`config.mk`:
```
export PLATFORM = sky130hd
export DESIGN_NAME = ex_sequencer
export DESIGN_NICKNAME = d
export VERILOG_FILES = /design/src/rtl/ex_sequencer.sv
export SDC_FILE = /design/constraint.sdc
export NUM_CORES = 1
export LEC_CHECK = 0
export CAP_MARGIN = 0
export CORE_MARGIN = 2
export CORE_UTILIZATION = 45
export CTS_BUF_LIST = sky130_fd_sc_hd__clkbuf_2 sky130_fd_sc_hd__clkbuf_4 sky130_fd_sc_hd__clkbuf_8
export CTS_CLUSTER_SIZE = 16
export DETAILED_ROUTE_END_ITERATION = 12
export PLACE_DENSITY = 0.92
export SLEW_MARGIN = 25
export SYNTH_ARGS = -nofsm -noshare
export SYNTH_HDL_FRONTEND = slang
export SYNTH_SLANG_ARGS = --single-unit
```
`constraint.sdc`:
```
create_clock -name clk -period 2.85 [get_ports clk]
set_clock_uncertainty 0.15 [all_clocks]
set_input_delay 0.855 -clock clk [delete_from_list [all_inputs] [get_ports clk]]
set_output_delay 0.855 -clock clk [all_outputs]
set_load 0.03 [all_outputs]
```
`src/rtl/ex_sequencer.sv`:
```
// ex_sequencer: multi-cycle control FSM that sequences one instruction through
// FETCH, DECODE, EXEC, MEM and WB and drives the datapath strobes for each step.
//
// Ports:
//   clk, rst     clock; asynchronous active-high reset
//   start        request to run one instruction (seen only in IDLE and DONE)
//   instr        instruction word, latched in FETCH when mem_ready=1
//   zero         ALU zero flag, decides the branch in EXEC
//   mem_ready    memory handshake completion (seen only in FETCH and MEM)
//   ALUOpF       00 add, 01 subtract, 10 use funct (EXEC only)
//   opcodeToALU  latched funct field
//   ALUSrcF      selects the immediate as ALU B operand (EXEC only)
//   branchF, jumpF, pc_write, ir_write, mem_read, mem_write,
//   reg_write, reg_dst, mem_to_reg   datapath strobes
//   busy         high in every state except IDLE
//   done, fault  one-cycle completion / abort pulses
module ex_sequencer #(
    parameter int MEM_TIMEOUT = 15
) (
    input  logic        clk,
    input  logic        rst,
    input  logic        start,
    input  logic [31:0] instr,
    input  logic        zero,
    input  logic        mem_ready,
    output logic [1:0]  ALUOpF,
    output logic [5:0]  opcodeToALU,
    output logic        ALUSrcF,
    output logic        branchF,
    output logic        jumpF,
    output logic        pc_write,
    output logic        ir_write,
    output logic        mem_read,
    output logic        mem_write,
    output logic        reg_write,
    output logic        reg_dst,
    output logic        mem_to_reg,
    output logic        busy,
    output logic        done,
    output logic        fault
);
    localparam int CW = $clog2(MEM_TIMEOUT + 1);
    localparam logic [5:0] OP_R    = 6'b000000;
    localparam logic [5:0] OP_ADDI = 6'b001000;
    localparam logic [5:0] OP_LW   = 6'b100011;
    localparam logic [5:0] OP_SW   = 6'b101011;
    localparam logic [5:0] OP_BEQ  = 6'b000100;
    localparam logic [5:0] OP_J    = 6'b000010;

    typedef enum logic [2:0] {IDLE, FETCH, DECODE, EXEC, MEM, WB, DONE} stateT;

    stateT         state, stateNext;
    logic [CW-1:0] waitCnt;
    logic [5:0]    opcode, funct;
    logic          isR, isAddi, isLw, isSw, isBeq, isJ, legal, timeout;
    logic          unusedInstr;

    assign isR         = opcode == OP_R;
    assign isAddi      = opcode == OP_ADDI;
    assign isLw        = opcode == OP_LW;
    assign isSw        = opcode == OP_SW;
    assign isBeq       = opcode == OP_BEQ;
    assign isJ         = opcode == OP_J;
    assign legal       = isR | isAddi | isLw | isSw | isBeq | isJ;
    assign timeout     = waitCnt == CW'(MEM_TIMEOUT);
    assign opcodeToALU = funct;
    assign busy        = state != IDLE;
    // Only opcode and funct steer the sequencer; the operand fields go to the datapath.
    assign unusedInstr = ^instr[25:6];

    // The wait counter runs only while parked in FETCH or MEM; every other state
    // clears it, so both waits start counting from zero on entry.
    always_ff @(posedge clk or posedge rst) begin
        if (rst) begin
            state   <= IDLE;
            waitCnt <= '0;
            opcode  <= '0;
            funct   <= '0;
        end else begin
            state   <= stateNext;
            waitCnt <= (state == FETCH || state == MEM) ? waitCnt + 1'b1 : '0;
            if (state == FETCH && mem_ready) begin
                opcode <= instr[31:26];
                funct  <= instr[5:0];
            end
        end
    end

    // The request stays up on the timeout cycle itself, since a mem_ready
    // arriving then still completes the access.
    always_comb begin
        stateNext  = state;
        ALUOpF     = 2'b00;
        ALUSrcF    = 1'b0;
        branchF    = 1'b0;
        jumpF      = 1'b0;
        pc_write   = 1'b0;
        ir_write   = 1'b0;
        mem_read   = 1'b0;
        mem_write  = 1'b0;
        reg_write  = 1'b0;
        reg_dst    = 1'b0;
        mem_to_reg = 1'b0;
        done       = 1'b0;
        fault      = 1'b0;
        case (state)
            IDLE: stateNext = start ? FETCH : IDLE;
            FETCH: begin
                mem_read = 1'b1;
                if (mem_ready) begin
                    ir_write  = 1'b1;
                    pc_write  = 1'b1;
                    stateNext = DECODE;
                end else if (timeout) begin
                    fault     = 1'b1;
                    stateNext = IDLE;
                end
            end
            DECODE: begin
                fault     = !legal;
                stateNext = legal ? EXEC : IDLE;
            end
            EXEC: begin
                ALUOpF    = isR ? 2'b10 : isBeq ? 2'b01 : 2'b00;
                ALUSrcF   = isAddi | isLw | isSw;
                branchF   = isBeq;
                jumpF     = isJ;
                pc_write  = isJ | (isBeq & zero);
                stateNext = (isLw | isSw) ? MEM : (isBeq | isJ) ? DONE : WB;
            end
            MEM: begin
                mem_read  = isLw;
                mem_write = isSw;
                if (mem_ready) begin
                    stateNext = isLw ? WB : DONE;
                end else if (timeout) begin
                    fault     = 1'b1;
                    stateNext = IDLE;
                end
            end
            WB: begin
                reg_write  = 1'b1;
                reg_dst    = isR;
                mem_to_reg = isLw;
                stateNext  = DONE;
            end
            DONE: begin
                done      = 1'b1;
                stateNext = start ? FETCH : IDLE;
            end
            default: stateNext = IDLE;
        endcase
    end
endmodule

```
# Yosys cells after proc, flatten, opt, wreduce, memory -nomap -nowiden
# Index checks and enable logic that the tools add are counted.
# Widths: inputs -> output; s select.
[word_totals]
wordCells = 64
output_inout_bits = 21
reg_bits = 19
inputBits = 37
[classes]
n_eq_ne = 12
addsub = 1
mux = 28
n_bitwise = 11
n_reduce_logical = 8
[ops]
columns = ["cell", "count"]
rows = [
  ["$pmux 3 s6", 1],
  ["$mux 1", 14],
  ["$eq 6x6->1 const B", 2],
  ["$mux 2", 6],
  ["$or 1x1->1", 10],
  ["$eq 3x3->1 const B", 3],
  ["$mux 3", 3],
  ["$eq 3x2->1 const B", 2],
  ["$eq 6x2->1 const B", 1],
  ["$eq 6x3->1 const B", 1],
  ["$eq 6x4->1 const B", 1],
  ["$logic_not 6->1", 1],
  ["$pmux 1 s2", 3],
  ["$add 4x1->4 const B", 1],
  ["$eq 4x4->1 const B", 1],
  ["$mux 4", 1],
  ["$reduce_or 2->1", 2],
  ["$eq 3x1->1 const B", 1],
  ["$logic_not 3->1", 1],
  ["$reduce_bool 3->1", 1],
  ["$and 1x1->1", 1],
  ["$logic_and 1x1->1", 1],
  ["$logic_not 1->1", 1],
  ["$logic_or 1x1->1", 1],
]

# Longest topological paths before layout
# Gate-level depths: netlist (run 1).
[logic_depth]
depth_word = 8
mapped_depth = 6
mapped_depth_nobuf = 5

# Worst setup path before layout (run 1)
# OpenSTA, ideal clock, no wires.
[synth_timing]
path_type = "reg-to-output"
startpoint = "register state[2]"
endpoint = "output port ALUOpF[1]"
t_arrival_ps = 1661
path_slack_ps = 184
required_time_ps = 1845
stages_incl_launch_ff = 6
n_path_buf = 1
path_cell_list = "dfrtp_1 buf_2 nand2b_1 nor2_1 nand2_1 nor3_1"
[synth_between]
elab_chain_len = 2
[synth_lines]
columns = ["element", "line_no", "source"]
rows = [
  ["start, declared", "52", "stateT state, stateNext;"],
  ["start signal, assigned", "80", "state <= stateNext;"],
  ["$eq 3x2->1", "106", "case (state)"],
  ["$mux 2", "106", ""],
  ["end, declared", "26", "output logic [1:0] ALUOpF,"],
]
# Every way passes these cells.

# Final worst setup path (run 1)
[layout_timing]
startpoint = "register opcode[0]"
endpoint = "output port fault"
[layout_between]
elab_chain_len = 8
word_cells_on_any_way = 13
classes_between = "eq/ne (5); mux (1); bitwise (5); reduce/logical (2)"
[layout_lines]
columns = ["element", "line_no", "source"]
rows = [
  ["start, declared", "54", "logic [5:0] opcode, funct;"],
  ["start signal, assigned", "83", "opcode <= instr[31:26];"],
  ["$eq 6x4->1 or $logic_not 6->1 (tied branches)", "59, 58", ""],
  ["$or 1x1->1 (4 in series)", "64", "assign legal = isR | isAddi | isLw | isSw | isBeq | isJ;"],
  ["$or 1x1->1 *", "64", ""],
  ["$logic_not 1->1 *", "120", "fault = !legal;"],
  ["$pmux 1 s2 *", "106", ""],
  ["end, declared", "40", "output logic fault"],
]
# Every way passes the cells marked *; elsewhere a longest branch is shown, timed or not.

==> results.ini, run 1 <==
[layout]
register_area_sq_um = 479.2
syn_to_final_growth_pct = 43.57
finish.net_count = 201
layout-drive-gt1-share = 0.3457
diodes = 0
design_area_sq_um = 1690
final_util = 0.6823
multi_input_area_sq_um = 640.6
nFillCells = 188

[setup_path]
crit_type = reg2out
path_depth = 5
crit_path_max_incr_delay_ns = 0.54
path_delay_family = simple AND/OR/NAND/NOR gates
start_kind = flop
slowest_stage = or4_4
worst-path-max-fanout = 4
critPathArrivalTime_ns = 1.84
worstPathRequired_ns = 1.85
r2r.worst_path.cells = 6
r2r-end = opcode[3]
r2r_slack_ns = 0.86
r2r_start = state[1]
critPathBufInv = 2
critPathLaunch = opcode[0]
endpoint_kind = output port
crit_end = fault
worstPathCellList = buf_6, or4_4, a31oi_4, o31ai_2, buf_4

[sta]
tightest_slew_ns = 0.7038
maxSlewHeadroom = 0.5303
hold_viol = 0
fmax_mhz = 352.0
post-route-period-util = 0.9967
fin_ws_ns = 0.009339
setup_viol = 0
fin_crit_ns = 2.841
rsz0062_at_grt = yes
slew_viol_final = 0

[global_routing]
antenna_found_initial = 0
first_global_vias = 959
grt_pass1_wl_um = 4464
grt_max_degree = 20
overflow = 0
track_usage = 0.2144

[run]
max_cap_violations = 0

[synthesis]
avgSynthCellArea_sq_um = 10.70
synth_edf_count = 0
async_reset_ff_frac = 1.000
yosysSeqAreaShare = 0.4038
synth_seq_cells = 19
synth_top_area_frac = 0.4038
synth_mux_area_frac = 0.1403
synth_xor_area_frac = 0.02232
synthTopCellsByArea = dfrtp_1 (40%), mux2_4 (10%), mux2_1 (3.8%), nor2_1 (3.2%), and3_1 (2.1%)
syn_inst = 110
yosys_warnings = 0
synth_top_family_by_area = simple AND/OR/NAND/NOR gates
synth_compound_area_frac = 0.1073
syn_nets = 148
synth_ff_type = dfrtp_1
ys_types = 41
yosys.area.top_type = dfrtp_1
synth_area_sq_um = 1177
synth_fa_ha_area_frac = 0.01063
synth-simple-area-share = 0.2508

[clocking]
clk_pin_slew_worst_paths_ns = 0.11
clk_latency_ns = 0.29
numClockSinks = 19
clk_path_buf_depth = 2
cts-root-buf = clkbuf_4
cts_buffers = 3
cts_tree = done
htreeDepth = 1

[floorplanning]
die_w_um = 55.15
die_h_um = 55.15
initial_core_util = 0.4753
dieArea_sq_um = 3042
core-area_sq_um = 2477
num_rows = 18
io_pins = 58

[route]
drtAntennaViolNets = 0
vias_per_cell = 5.359
num_vias = 1029
wirelength_um = 2902
dr.pass1.iters = 4
drtIter0Drc = 34
drc = 0
wl_per_cell_um = 15.11

[placed_design]
placed_area_sq_um = 1628
port_buffers = 37
dp_hpwl_um = 2182
gp_congestion = 0.8359
pre_cts_slack_ns = -0.01785

[power]
ir_drop_v = 0.0006867
p_per_area_nw_per_um2 = 1025
leakage_nw = 0.8045

[run_status]
status = completed

[min_path]
hold_class = reg2reg

[cell usage after synthesis, drive strengths merged, types with 2 or more instances]
cell	count
a21oi	3
a31oi	3
and3	4
buf	6
dfrtp	19
inv	5
mux2	12
nand2	7
nand2b	4
nand3	5
nor2	10
nor2b	3
nor3	2
nor3b	3
nor4	2
o21ai	4
or3	2
xor2	2
[layout make-up]
cell class / instances / share of cell area
Inverter: 5 / 0.01110
Multi-Input combinational cell: 79 / 0.3790
Sequential cell: 19 / 0.2835
Timing Repair Buffer: 55 / 0.2865
Clock buffer: 4 / 0.01776
Tap cell: 30 / 0.02221
[sequential cells by signal, summed over array words and instances (netlist names)]
signal / flops
opcodeToALU: 6
state: 3
opcode: 6
waitCnt: 4
[worst min path at each step]
stage	start	end	slack, ns	cells past startpoint
floorplan	waitCnt[0]	waitCnt[0]	0.28	1
global placement	waitCnt[0]	waitCnt[0]	0.30	1
detailed placement	waitCnt[0]	waitCnt[0]	0.32	1
CTS	waitCnt[0]	waitCnt[0]	0.34	1
global route	waitCnt[0]	waitCnt[0]	0.36	1
finish	waitCnt[0]	waitCnt[0]	0.34	1
[cells by family after synthesis]
kind of cell    count (synthesis)
buf+inv                        12
compound gates                 16
mux                            12
xor+xnor                        3
simple gates                   47
flops                          19
fa+ha+maj                       1
[through the flow]
stage / power [W] / std cells / hold WS, ns / setup TNS (ns)
final: 0.001732 / 192 / 0.3360 / 0
after global routing: 0.001832 / 192 / 0.3631 / -0.07470
after CTS: 0.001720 / 192 / 0.3372 / -0.06583
after detailed placement: 0.001522 / 185 / 0.3222 / -0.02040
after global placement: 0.001473 / 185 / 0.2973 / -0.01351
after floorplan: 0.001158 / 110 / 0.2824 / 0
[where the power goes]
group | leakage, nW | internal (W) | total (W) | switching [W]
Clock | 0.0184 | 0.0000640 | 0.000147 | 0.0000833
Sequential | 0.232 | 0.000393 | 0.000523 | 0.000130
Combinational | 0.554 | 0.000521 | 0.00106 | 0.000541
[placed cells by master (no fill, tap or decap), drive strengths merged]
cell and count:
nor3b 3, and2 1, or4b 1, or3 2, o31ai 1, xnor2 1, dfrtp 19, dlymetal6s2s 4
clkdlybuf4s15 1, a21oi 3, nand4b 1, clkdlybuf4s50 21, o21ai 4, nor2 10, dlygate4sd2 1, o21bai 1
nor4 2, nand2b 4, a2111o 1, o211ai 1, nor3 2, nor2b 3, clkbuf 6, a31oi 3
buf 26, o21a 1, nor4b 1, mux2 12, or4 1, ha 1, a21o 1, nand2 7
inv 5, xor2 2, and3 4, nand3 5
[routing by layer]
metal | part of all wire | GRT usage | up-vias
li1 | - | - | 491
met1 | 0.43 | 0.2808 | 502
met2 | 0.52 | 0.3651 | 36
met3 | 0.054 | 0.03495 | 0
met4 | 0 | 0.06098 | 0
met5 | 0 | 0 | -
[what timing repair did]
| action | CTS | global route |
|---|---|---|
| cloned | 0 | 0 |
| setup endpoints to repair | 9 | 13 |
| pin swaps | 2 | 1 |
| buffers inserted | 3 | 0 |
| hold buffers | 0 | 0 |
| gates resized for setup | 19 | 20 |
Power figures use the tool's default switching activity.
==> inputs of run 2 (changes only) <==
--- a/config.mk
+++ b/config.mk
@@ -6,7 +6,7 @@
 export NUM_CORES = 1
 export LEC_CHECK = 0
 export CAP_MARGIN = 0
-export CORE_MARGIN = 2
+export CORE_MARGIN = 3
 export CORE_UTILIZATION = 45
 export CTS_BUF_LIST = sky130_fd_sc_hd__clkbuf_2 sky130_fd_sc_hd__clkbuf_4 sky130_fd_sc_hd__clkbuf_8
 export CTS_CLUSTER_SIZE = 16
==> run 2 against run 1 <==
- cell count decreased by 3.6%
- sequential share of layout area increased by 1.1 points
- clock-buffer cell count unchanged
- critical path type unchanged
==> results.ini, run 2 (synthesis results as in run 1) <==
[clocking]
clk_latency_ns = 0.30  ; about the same
clk_pin_slew_worst_paths_ns = 0.11  ; about the same
cts_buffers = 3  ; unchanged
cts_tree = done
clk_path_buf_depth = 2  ; unchanged
cts-root-buf = clkbuf_4
postCtsSetupRepairBufs = 0  ; -3
numClockSinks = 19  ; unchanged
htreeDepth = 1  ; unchanged

[route]
drtAntennaViolNets = 0  ; unchanged
drc = 0  ; unchanged
wl_per_cell_um = 14.10  ; -6.7%
drtIter0Drc = 9  ; -74%
vias_per_cell = 5.303  ; -1.1%
num_vias = 981  ; -4.7%
wirelength_um = 2608  ; -10%
dr.pass1.iters = 4  ; unchanged

[layout]
final_util = 0.6979  ; +0.01554
finish.net_count = 196  ; -2.5%
design_area_sq_um = 1633  ; -3.4%
diodes = 0  ; unchanged
layout-drive-gt1-share = 0.3057  ; -0.03995
final_cell_mix = clkdlybuf4s50_1 (22), buf_4 (19), dfrtp_1 (15), nor2_1 (10), mux2_4 (8)
final_common_cell = clkdlybuf4s50_1
syn_to_final_growth_pct = 38.68

[global_routing]
grt_max_degree = 20  ; unchanged
met3_usage = 0.02262  ; -0.01232
grt_util_met1 = 0.2171  ; -0.06368
grt_use_met2 = 0.2871  ; -0.07797
track_usage = 0.1679  ; -0.04644
first_global_vias = 951  ; -0.83%
grt_busiest_layer = met2
overflow = 0  ; unchanged
antenna_found_initial = 0  ; unchanged
grt_pass1_wl_um = 4333  ; -2.9%

[setup_path]
worstPathRequired_ns = 1.85  ; about the same
critPathArrivalTime_ns = 1.81  ; -0.03 ns
critPathLaunch = opcode[3]
crit_type = reg2out
r2r_slack_ns = 0.85  ; about the same
worst-path-max-fanout = 7  ; +3
r2r_start = state[1]
start_kind = flop
endpoint_kind = output port

[floorplanning]
io_pins = 58  ; unchanged
core-area_sq_um = 2340  ; -5.6%
dieArea_sq_um = 3266  ; +7.4%
die_h_um = 57.15  ; +3.6%
die_w_um = 57.15  ; +3.6%
initial_core_util = 0.5032  ; +0.02796
num_rows = 17  ; -1

[sta]
slew_viol_final = 0  ; unchanged
holdWs_ns = 0.3272  ; -0.008860 ns
post-route-period-util = 0.9883  ; -0.008452
setup_viol = 0  ; unchanged
fin_ws_ns = 0.03343  ; +0.02409 ns
rsz0062_at_grt = yes
tightest_slew_ns = 0.6947  ; -0.009102 ns
fin_crit_ns = 2.817  ; -0.02409 ns
maxSlewHeadroom = 0.5364  ; +0.006075
fmax_mhz = 355.0  ; +0.86%
hold_viol = 0  ; unchanged

[power]
leakage_nw = 0.7447  ; -7.4%
ir_drop_v = 0.0006923  ; +0.81%
p_per_area_nw_per_um2 = 1000  ; -2.4%

[min_path]
hold_class = reg2reg
min_from = waitCnt[0]

[placed_design]
port_buffers = 37  ; unchanged
gp_congestion = 0.8364  ; about the same
dp_hpwl_um = 2109  ; -3.3%
pre_cts_slack_ns = 0.003678  ; +0.02153 ns
placed_area_sq_um = 1608  ; -1.2%

[run]
max_cap_violations = 0  ; unchanged

[run_status]
status = completed

-- run 2: metrics by stage --
| step | total power [W] | std cells | setup TNS, ns |
|---|---|---|---|
| detailed placement | 0.001497 | 181 | 0 |
| CTS | 0.001636 | 185 | -0.01880 |
| finish | 0.001634 | 185 | 0 |
| floorplan | 0.001158 | 110 | 0 |
| global placement | 0.001454 | 181 | 0 |
| global route | 0.001743 | 185 | -0.04680 |
-- run 2: timing repair --
item / in CTS / in global routing
gates resized for setup: 8 / 15
pin swaps: 0 / 1
hold buffers: 0 / 0
setup endpoints to repair: 7 / 13
-- run 2: routing by layer --
metal | up-vias | wire (um)
met1 | 464 | 1123
met4 | 0 | 42
met3 | 5 | 149
met5 | - | 0
met2 | 31 | 1293
li1 | 481 | -
-- run 2: path summary, 6_finish.rpt --
| path | to | depth (start not counted) |
|---|---|---|
| max in group asynchronous | opcode[0] | 2 |
| setup / recovery | fault | 5 |
| hold reg to reg | waitCnt[0] | 1 |
| min in group asynchronous | opcodeToALU[1] | 2 |
| hold / removal | waitCnt[0] | 1 |
| setup reg to reg | opcode[4] | 6 |
-- run 2: final cells by class --
class	instances	area (sq um)
clock buffers	4	30.03
fillers	177	706.9
inverters	5	18.77
multi-input cells	79	628.1
flip-flops and latches	19	480.5
well taps	28	35.03
repair buffers	50	440.4
-- run 2: report_power, final --
part	total, W	switching [W]	internal [W]
Clock	0.000145	0.0000807	0.0000641
Sequential	0.000548	0.000154	0.000394
Combinational	0.000941	0.000473	0.000468
-- run 2: critical path, cell delays in order (launching register included) --
cell and delay [ns]:
dfrtp_1 0.42, buf_4 0.17, or4_4 0.50, a31oi_4 0.17
o31ai_1 0.09, buf_4 0.17
==> inputs of run 3 (changes only) <==
--- a/config.mk
+++ b/config.mk
@@ -5,7 +5,6 @@
 export SDC_FILE = /design/constraint.sdc
 export NUM_CORES = 1
 export LEC_CHECK = 0
-export CAP_MARGIN = 0
 export CORE_MARGIN = 3
 export CORE_UTILIZATION = 45
 export CTS_BUF_LIST = sky130_fd_sc_hd__clkbuf_2 sky130_fd_sc_hd__clkbuf_4 sky130_fd_sc_hd__clkbuf_8
==> results of run 3 <==
The final DEF is identical to that of run 2; final timing and power are the same.
